`config.mk`:
```
export PLATFORM = sky130hd
export DESIGN_NAME = ifu_prefetch
export DESIGN_NICKNAME = d
export VERILOG_FILES = /design/src/rtl/ifu_prefetch.sv
export SDC_FILE = /design/constraint.sdc
export NUM_CORES = 1
export LEC_CHECK = 0
export CORE_AREA = 3 3 143 145
export CTS_CLUSTER_SIZE = 30
export DETAILED_ROUTE_END_ITERATION = 16
export DIE_AREA = 0 0 146 148
export PLACE_DENSITY = 0.66
export SLEW_MARGIN = 20
export SYNTH_ARGS = -nofsm -noshare
export SYNTH_HDL_FRONTEND = slang
export SYNTH_SLANG_ARGS = --single-unit
```
`constraint.sdc`:
```
create_clock -name clk -period 2.7 [get_ports clk]
set_clock_uncertainty 0.2 [all_clocks]
set_input_delay 0.27 -clock clk [delete_from_list [all_inputs] [get_ports clk]]
set_output_delay 0.27 -clock clk [all_outputs]
set_load 0.01 [all_outputs]
```
`src/rtl/ifu_prefetch.sv`:
```
// Instruction fetch unit: free-running PC, one-cycle ROM read port and a small
// prefetch FIFO that absorbs decode stalls and is flushed on any redirect.
module ifu_prefetch #(
  parameter int                    ADDR_WIDTH = 10,
  parameter int                    DATA_WIDTH = 32,
  parameter int                    DEPTH      = 4,
  parameter int                    PC_STEP    = 4,
  parameter logic [ADDR_WIDTH-1:0] RESET_ADDR = '0
) (
  input  logic                  clk,
  input  logic                  rst_n,
  input  logic                  jump_en_i,
  input  logic [ADDR_WIDTH-1:0] jump_addr_i,
  output logic                  rom_req_o,
  output logic [ADDR_WIDTH-1:0] rom_addr_o,
  input  logic [DATA_WIDTH-1:0] rom_data_i,
  output logic                  idu_valid_o,
  input  logic                  idu_ready_i,
  output logic [DATA_WIDTH-1:0] idu_instr_o,
  output logic [ADDR_WIDTH-1:0] idu_addr_o
);

  localparam int CW = $clog2(DEPTH + 1);
  localparam int PW = $clog2(DEPTH);
  localparam logic [CW:0]           DEPTH_C = (CW + 1)'(DEPTH);
  localparam logic [ADDR_WIDTH-1:0] STEP_C  = ADDR_WIDTH'(PC_STEP);

  logic [ADDR_WIDTH-1:0] pc_q, pc_d;
  logic                  inflight_q, inflight_d;
  logic [ADDR_WIDTH-1:0] inflightAddr_q, inflightAddr_d;
  logic [CW-1:0]         count_q, count_d;
  logic [PW-1:0]         wrPtr_q, wrPtr_d;
  logic [PW-1:0]         rdPtr_q, rdPtr_d;
  logic [ADDR_WIDTH-1:0] memAddr_q  [DEPTH];
  logic [DATA_WIDTH-1:0] memInstr_q [DEPTH];

  logic          issue;
  logic          push;
  logic          pop;
  logic [CW:0]   level;

  // The in-flight word already owns a FIFO slot, so a push can never overflow.
  assign level       = {1'b0, count_q} + {{CW{1'b0}}, inflight_q};
  assign issue       = !jump_en_i && (level < DEPTH_C);
  assign push        = inflight_q && !jump_en_i;
  assign idu_valid_o = (count_q != '0) && !jump_en_i;
  assign pop         = idu_valid_o && idu_ready_i;

  assign rom_req_o   = issue;
  assign rom_addr_o  = pc_q;
  assign idu_instr_o = memInstr_q[rdPtr_q];
  assign idu_addr_o  = memAddr_q[rdPtr_q];

  always_comb begin
    pc_d           = pc_q;
    inflight_d     = inflight_q;
    inflightAddr_d = inflightAddr_q;
    count_d        = count_q;
    wrPtr_d        = wrPtr_q;
    rdPtr_d        = rdPtr_q;
    if (jump_en_i) begin
      pc_d       = jump_addr_i;
      inflight_d = 1'b0;
      count_d    = '0;
      wrPtr_d    = '0;
      rdPtr_d    = '0;
    end else begin
      inflight_d = issue;
      if (issue) begin
        pc_d           = pc_q + STEP_C;
        inflightAddr_d = pc_q;
      end
      if (push) begin
        wrPtr_d = wrPtr_q + PW'(1);
      end
      if (pop) begin
        rdPtr_d = rdPtr_q + PW'(1);
      end
      if (push && !pop) begin
        count_d = count_q + CW'(1);
      end else if (pop && !push) begin
        count_d = count_q - CW'(1);
      end
    end
  end

  always_ff @(posedge clk or negedge rst_n) begin
    if (!rst_n) begin
      pc_q           <= RESET_ADDR;
      inflight_q     <= 1'b0;
      inflightAddr_q <= '0;
      count_q        <= '0;
      wrPtr_q        <= '0;
      rdPtr_q        <= '0;
      for (int i = 0; i < DEPTH; i++) begin
        memAddr_q[i]  <= '0;
        memInstr_q[i] <= '0;
      end
    end else begin
      pc_q           <= pc_d;
      inflight_q     <= inflight_d;
      inflightAddr_q <= inflightAddr_d;
      count_q        <= count_d;
      wrPtr_q        <= wrPtr_d;
      rdPtr_q        <= rdPtr_d;
      if (push) begin
        memAddr_q[wrPtr_q]  <= inflightAddr_q;
        memInstr_q[wrPtr_q] <= rom_data_i;
      end
    end
  end

endmodule

```
* After elaboration in Yosys (flattened, before gate mapping) *
Cells that the tools add are included.

storage, ports and cells
  flip-flop bits (word level) = 196
  input bits = 46

cells by class
  add/subtract/negate cells = 6
  magnitude comparators = 4
  muxes and demuxes = 22
  bitwise gates (word level) = 3
  reduce and logical (&&, ||, !) cells = 16

operators by type and width
  operator                                                                      number
  128-bit bitwise mux                                                           1
  32-bit two-way mux                                                            3
  32-bit binary-select mux with 2-bit select                                    1
  32-bit demux with 2-bit select                                                1
  10-bit two-way mux                                                            5
  40-bit bitwise mux                                                            1
  10-bit binary-select mux with 2-bit select                                    1
  10-bit demux with 2-bit select                                                1
  10-bit by 3-bit adder with 10-bit output, second input constant               1
  3-bit two-way mux                                                             3
  2-bit two-way mux                                                             4
  1-bit logical AND                                                             7
  3-bit greater-or-equal comparator, second input constant                      2
  2-bit NOT with 3-bit output                                                   2
  2-bit nonzero test                                                            3
  3-bit nonzero test                                                            2
  2-bit by 1-bit adder with 2-bit output, second input constant                 2
  3-bit by 1-bit adder with 4-bit output                                        1
  4-bit by 3-bit less-than comparator with 1-bit output, second input constant  1
  3-bit by 1-bit adder with 3-bit output, second input constant                 1
  1-bit logical NOT                                                             3
  3-bit by 1-bit less-than comparator with 1-bit output, second input constant  1
  3-bit by 1-bit subtractor with 3-bit output, second input constant            1
  2-bit AND reduction                                                           1
  other kinds (2)                                                               2

* Longest topological paths before layout *
  depth in word-level cells = 7
  gate-level depth with buffers = 7
  depth with buffers taken out = 6

* Worst setup path before layout *
No wires, ideal clock.

  path type = reg2reg
  from = reg count_q[0]
  to = reg count_q[1]
  setup time = 0.082 ns
  data arrival time = 2.164 ns
  slack = 0.254 ns
  stages on the path, launching flop included = 8
  buffers on the path = 1
  cell sequence = dfrtp_1 -> or3_1 -> clkbuf_2 -> a211oi_1 -> fa_1 -> or2_2 -> o32a_1 -> a31oi_1

on the way
  longest elaborated chain between the ends = 7

RTL lines
  what                                                                                 line  source
  start: declaration                                                                   31    logic [CW-1:0] count_q, count_d;
  start signal: assignment                                                             103   count_q <= count_d;
  branches (longest 7 deep; another with 3-bit by 1-bit subtractor with 3-bit output)  -

Parallel ways; which one is timed is not known. The select of a mux whose other input is x is not followed.
A chain may end at the register's enable or synchronous reset.

* Final worst setup path *
  from = reg rdPtr_q[0]
  to = out idu_instr_o[24]

on the way
  longest elaborated chain between the ends = 4

RTL lines
  what                                                   line  source
  start: declaration                                     33    logic [PW-1:0] rdPtr_q, rdPtr_d;
  start signal: assignment                               105   rdPtr_q <= rdPtr_d;
  2-bit NOT with 3-bit output (not written as such)      51    assign idu_instr_o = memInstr_q[rdPtr_q];
  32-bit binary-select mux with 2-bit select             51
  32-bit two-way mux (not written as such) (2 in a row)  51
  end: declaration                                       19    output logic [DATA_WIDTH-1:0] idu_instr_o,

No other way between the ends. The select of a mux whose other input is x is not followed.

==> metrics.md <==
| Metric | Value |
|---|---|
| Outcome | `finished, final reports clean` |
| Layout cells sized above 1 | `40.8%` |
| Clock Pin Slew Worst Setup and Hold Paths | `0.07 ns` |
| First-pass GRT wire length | `30.0 mm` |
| FF+latch count, synth | `196` |
| CTS tree | `built` |
| Unique masters post-synth | `44` |
| Most frequent cell after synthesis | `dfrtp_1` |
| Int Pwr | `0.00854 W` |
| TritonRoute pass-1 iters | `4` |
| Num CTS Buffers | `17` |
| Max frequency | `381 MHz` |
| Dpl cells | `898` |
| Ys async rst share | `100%` |
| Setup-failing EPs final | `0` |
| I/O pin count | `100` |
| Routed len/inst | `19.5 µm` |
| Max Cap Viol | `0` |
| CP max stage delay | `0.54 ns` |
| PD cells | `1130 nW/µm²` |
| Core Area | `19300 µm²` |
| Worst Hold Class | `in -> reg` |
| CTS Sinks | `196` |
| Yosys warns | `0` |
| Worst slew pin tran | `0.726 ns` |
| RD Place Congestion | `0.760` |
| Met2 GRT Util | `30.8%` |
| Final Net Count | `706` |
| Leakage | `4.61 nW` |
| DRC | `0` |
| Post-synth top flop | `dfrtp_1` |
| Via-per-instance ratio | `5.39` |
| Peak VDD IR | `0.494 mV` |
| Port Buffer Count | `99` |
| CP max stage cell | `mux4_2` |
| Fin crit period | `2.63 ns` |
| CP Buf/Inv Count | `2` |
| Num rows | `51` |
| Initial core utilization | `44.8%` |
| Final period util | `97.2%` |
| CP delay by family, top | `buffers and inverters` |
| Cell breakdown of the critical path | `buf_12, mux4_2, clkdlybuf4s50_1` |
| Pin count of the biggest net entering global routing | `86` |
| Area Overhead vs Synth | `23.6%` |
| Fin area | `10700 µm²` |
| H-tree lvl count | `4` |
| Total net switching power | `0.00356 W` |
| Chip width | `146 µm` |
| Clk_lat worst skew | `0.42 ns` |
| Comb power frac | `38.3%` |
| Initial antenna violation count | `0` |
| Sw Ratio | `29.4%` |
| Endpoints failing hold | `0` |
| Sequential share of power | `41.6%` |
| Die area | `21600 µm²` |
| Via Count | `5023` |
| N_diodes | `0` |
| Non-filler cells, final | `932` |
| Post-synth EDFFs | `0` |
| Kind of end point of the critical path | `output pin` |
| Top post-synthesis cells by count | `dfrtp_1 (196), mux2_2 (163), mux4_2 (42)` |
| Yosys top cell by area | `dfrtp_1` |
| Routed Antenna Nets | `0` |
| Net Count, Synth | `599` |
| Critical-path maximum fanout | `12` |
| Relative slew slack | `51.6%` |
| Iter 0 DRT Violations | `210` |
| Sequential area share after synthesis | `56.7%` |
| Synthesized instance count | `547` |
| Vias in the first global route | `5712` |
| Critical path class | `reg -> out` |
| Wirelength, routed | `18.1 mm` |
| Final max-slew violation count | `0` |
| TNS Setup | `0 ns` |
| Clk network pwr share | `20.1%` |
| Syn Area/Cell | `15.8 µm²` |
| RSZ-0062 raised after global routing | `no` |
| Hpwl dp | `12.0 mm` |
| Die Height | `148 µm` |
| Most area-consuming cells after synthesis | `dfrtp_1 (57%), mux2_2 (21%), mux4_2 (11%), mux2_1 (2.2%), buf_2 (1.3%)` |
| Yosys top cell area share | `56.7%` |
| Final Worst Setup Slack | `0.0747 ns` |
| Total global routing overflow | `0` |
| CP required | `2.23 ns` |
| Clock buffer depth | `2` |
| Global-route track usage on met3 | `2.85%` |
| M1 GR Usage | `22.4%` |
| Placed Area | `10100 µm²` |
| Mapped cell area | `8660 µm²` |
| Gr usage total | `17.6%` |
| Pre-CTS setup slack | `0.183 ns` |
| Crit path arrival time | `2.16 ns` |
| GR peak layer | `met2` |
| CTS root buf | `clkbuf_16` |
| Worst setup SP type | `flop` |
==> metrics by stage <==
step | hold WS [ns] | utilization, % | total power, W
after global routing | 0.243 | 55.3 | 0.0128
final | 0.224 | 55.3 | 0.0121
after global placement | 0.153 | 52.1 | 0.00951
after floorplan | -0.226 | - | 0.00769
after CTS | 0.200 | 55.2 | 0.0123
after detailed placement | 0.166 | 52.1 | 0.00979
==> power by group through the flow <==
stage                     Combinational, W  Clock, W  Sequential (W)
after floorplan                    0.00292         0         0.00477
after global placement             0.00454         0         0.00498
after detailed placement           0.00467         0         0.00511
after CTS                          0.00475   0.00251         0.00504
after global routing               0.00501   0.00262         0.00521
final                              0.00464   0.00243         0.00503
==> placed cells by master, fill, tap and decap left out, types with 3 or more instances in the layout <==
cell / n
dfrtp_1: 193
mux2_2: 163
clkdlybuf4s50_1: 92
mux4_2: 42
mux2_1: 17
clkbuf_16: 17
buf_4: 15
nor2_1: 9
inv_1: 7
nand2_1: 7
a31oi_1: 7
buf_12: 7
o21ai_0: 6
nand3_1: 6
dlymetal6s2s_1: 6
ha_1: 5
clkinv_4: 5
nor2b_1: 4
nand2_2: 4
o31ai_1: 4
or4_1: 4
mux2i_1: 3
clkinvlp_4: 3
clkbuf_8: 3
==> sequential cells by signal, indices dropped and copies added, names as in the netlist <==
signal,count
rdPtr_q,2
inflight_q,1
inflightAddr_q,10
memInstr_q,128
rom_addr_o,10
count_q,3
memAddr_q,40
wrPtr_q,2
==> cell type report <==
cell class                      instances  area, µm²
Timing Repair Buffer                  122       1270
Multi-Input combinational cell        309       3570
Sequential cell                       196       4910
Fill cell                            1569       8640
Clock inverter                         13        126
Clock buffer                           19        453
Tap cell                              265        332
Inverter                                8       30.0
==> final timing paths <==
| kind | startpoint | depth (start not counted) | endpoint | slack [ns] |
|---|---|---|---|---|
| min in group asynchronous | rst_n | 2 | memInstr_q[112]$_DFFE_PN0P_ | 0.23 |
| setup / recovery | rdPtr_q[0]$_DFFE_PN0P_ | 3 | idu_instr_o[24] | 0.07 |
| hold / removal | jump_addr_i[5] | 3 | rom_addr_o[5]$_DFFE_PN0N_ | 0.22 |
| max in group asynchronous | rst_n | 3 | memInstr_q[107]$_DFFE_PN0P_ | 1.26 |
| setup reg to reg | count_q[0]$_DFFE_PN0P_ | 6 | count_q[1]$_DFFE_PN0P_ | 0.21 |
| hold reg to reg | memInstr_q[127]$_DFFE_PN0P_ | 1 | memInstr_q[127]$_DFFE_PN0P_ | 0.29 |
==> timing repair <==
action / CTS / global route
buffers inserted: 1 / 0
endpoints found under the setup margin: 36 / 8
hold endpoints to repair: 81 / 0
gates resized for setup: 0 / 8
hold buffers: 1 / 0
==> per-layer routing <==
metal | part of all wire (%) | up-vias | wire length (µm)
li1 | - | 2261 | -
met1 | 43 | 2647 | 7880
met2 | 52 | 98 | 9480
met3 | 2.7 | 17 | 497
met4 | 1.6 | 0 | 287
met5 | 0 | - | 0
==> cell families (layout without fill, tap and decap cells) <==
family | count (synthesis) | in the layout | synth area share [%]
mux | 225 | 225 | 34.7
flops | 196 | 196 | 56.7
simple gates | 48 | 48 | 2.95
buf+inv | 42 | 162 | 2.24
compound gates | 27 | 27 | 2.20
fa+ha+maj | 6 | 6 | 0.954
xor+xnor | 3 | 3 | 0.304
==> tightest hold or removal path: stages <==
cell,delay (ns)
clkdlybuf4s50_1,0.39
nor2_1,0.10
a31oi_1,0.05
Power figures use the tool's default switching activity.
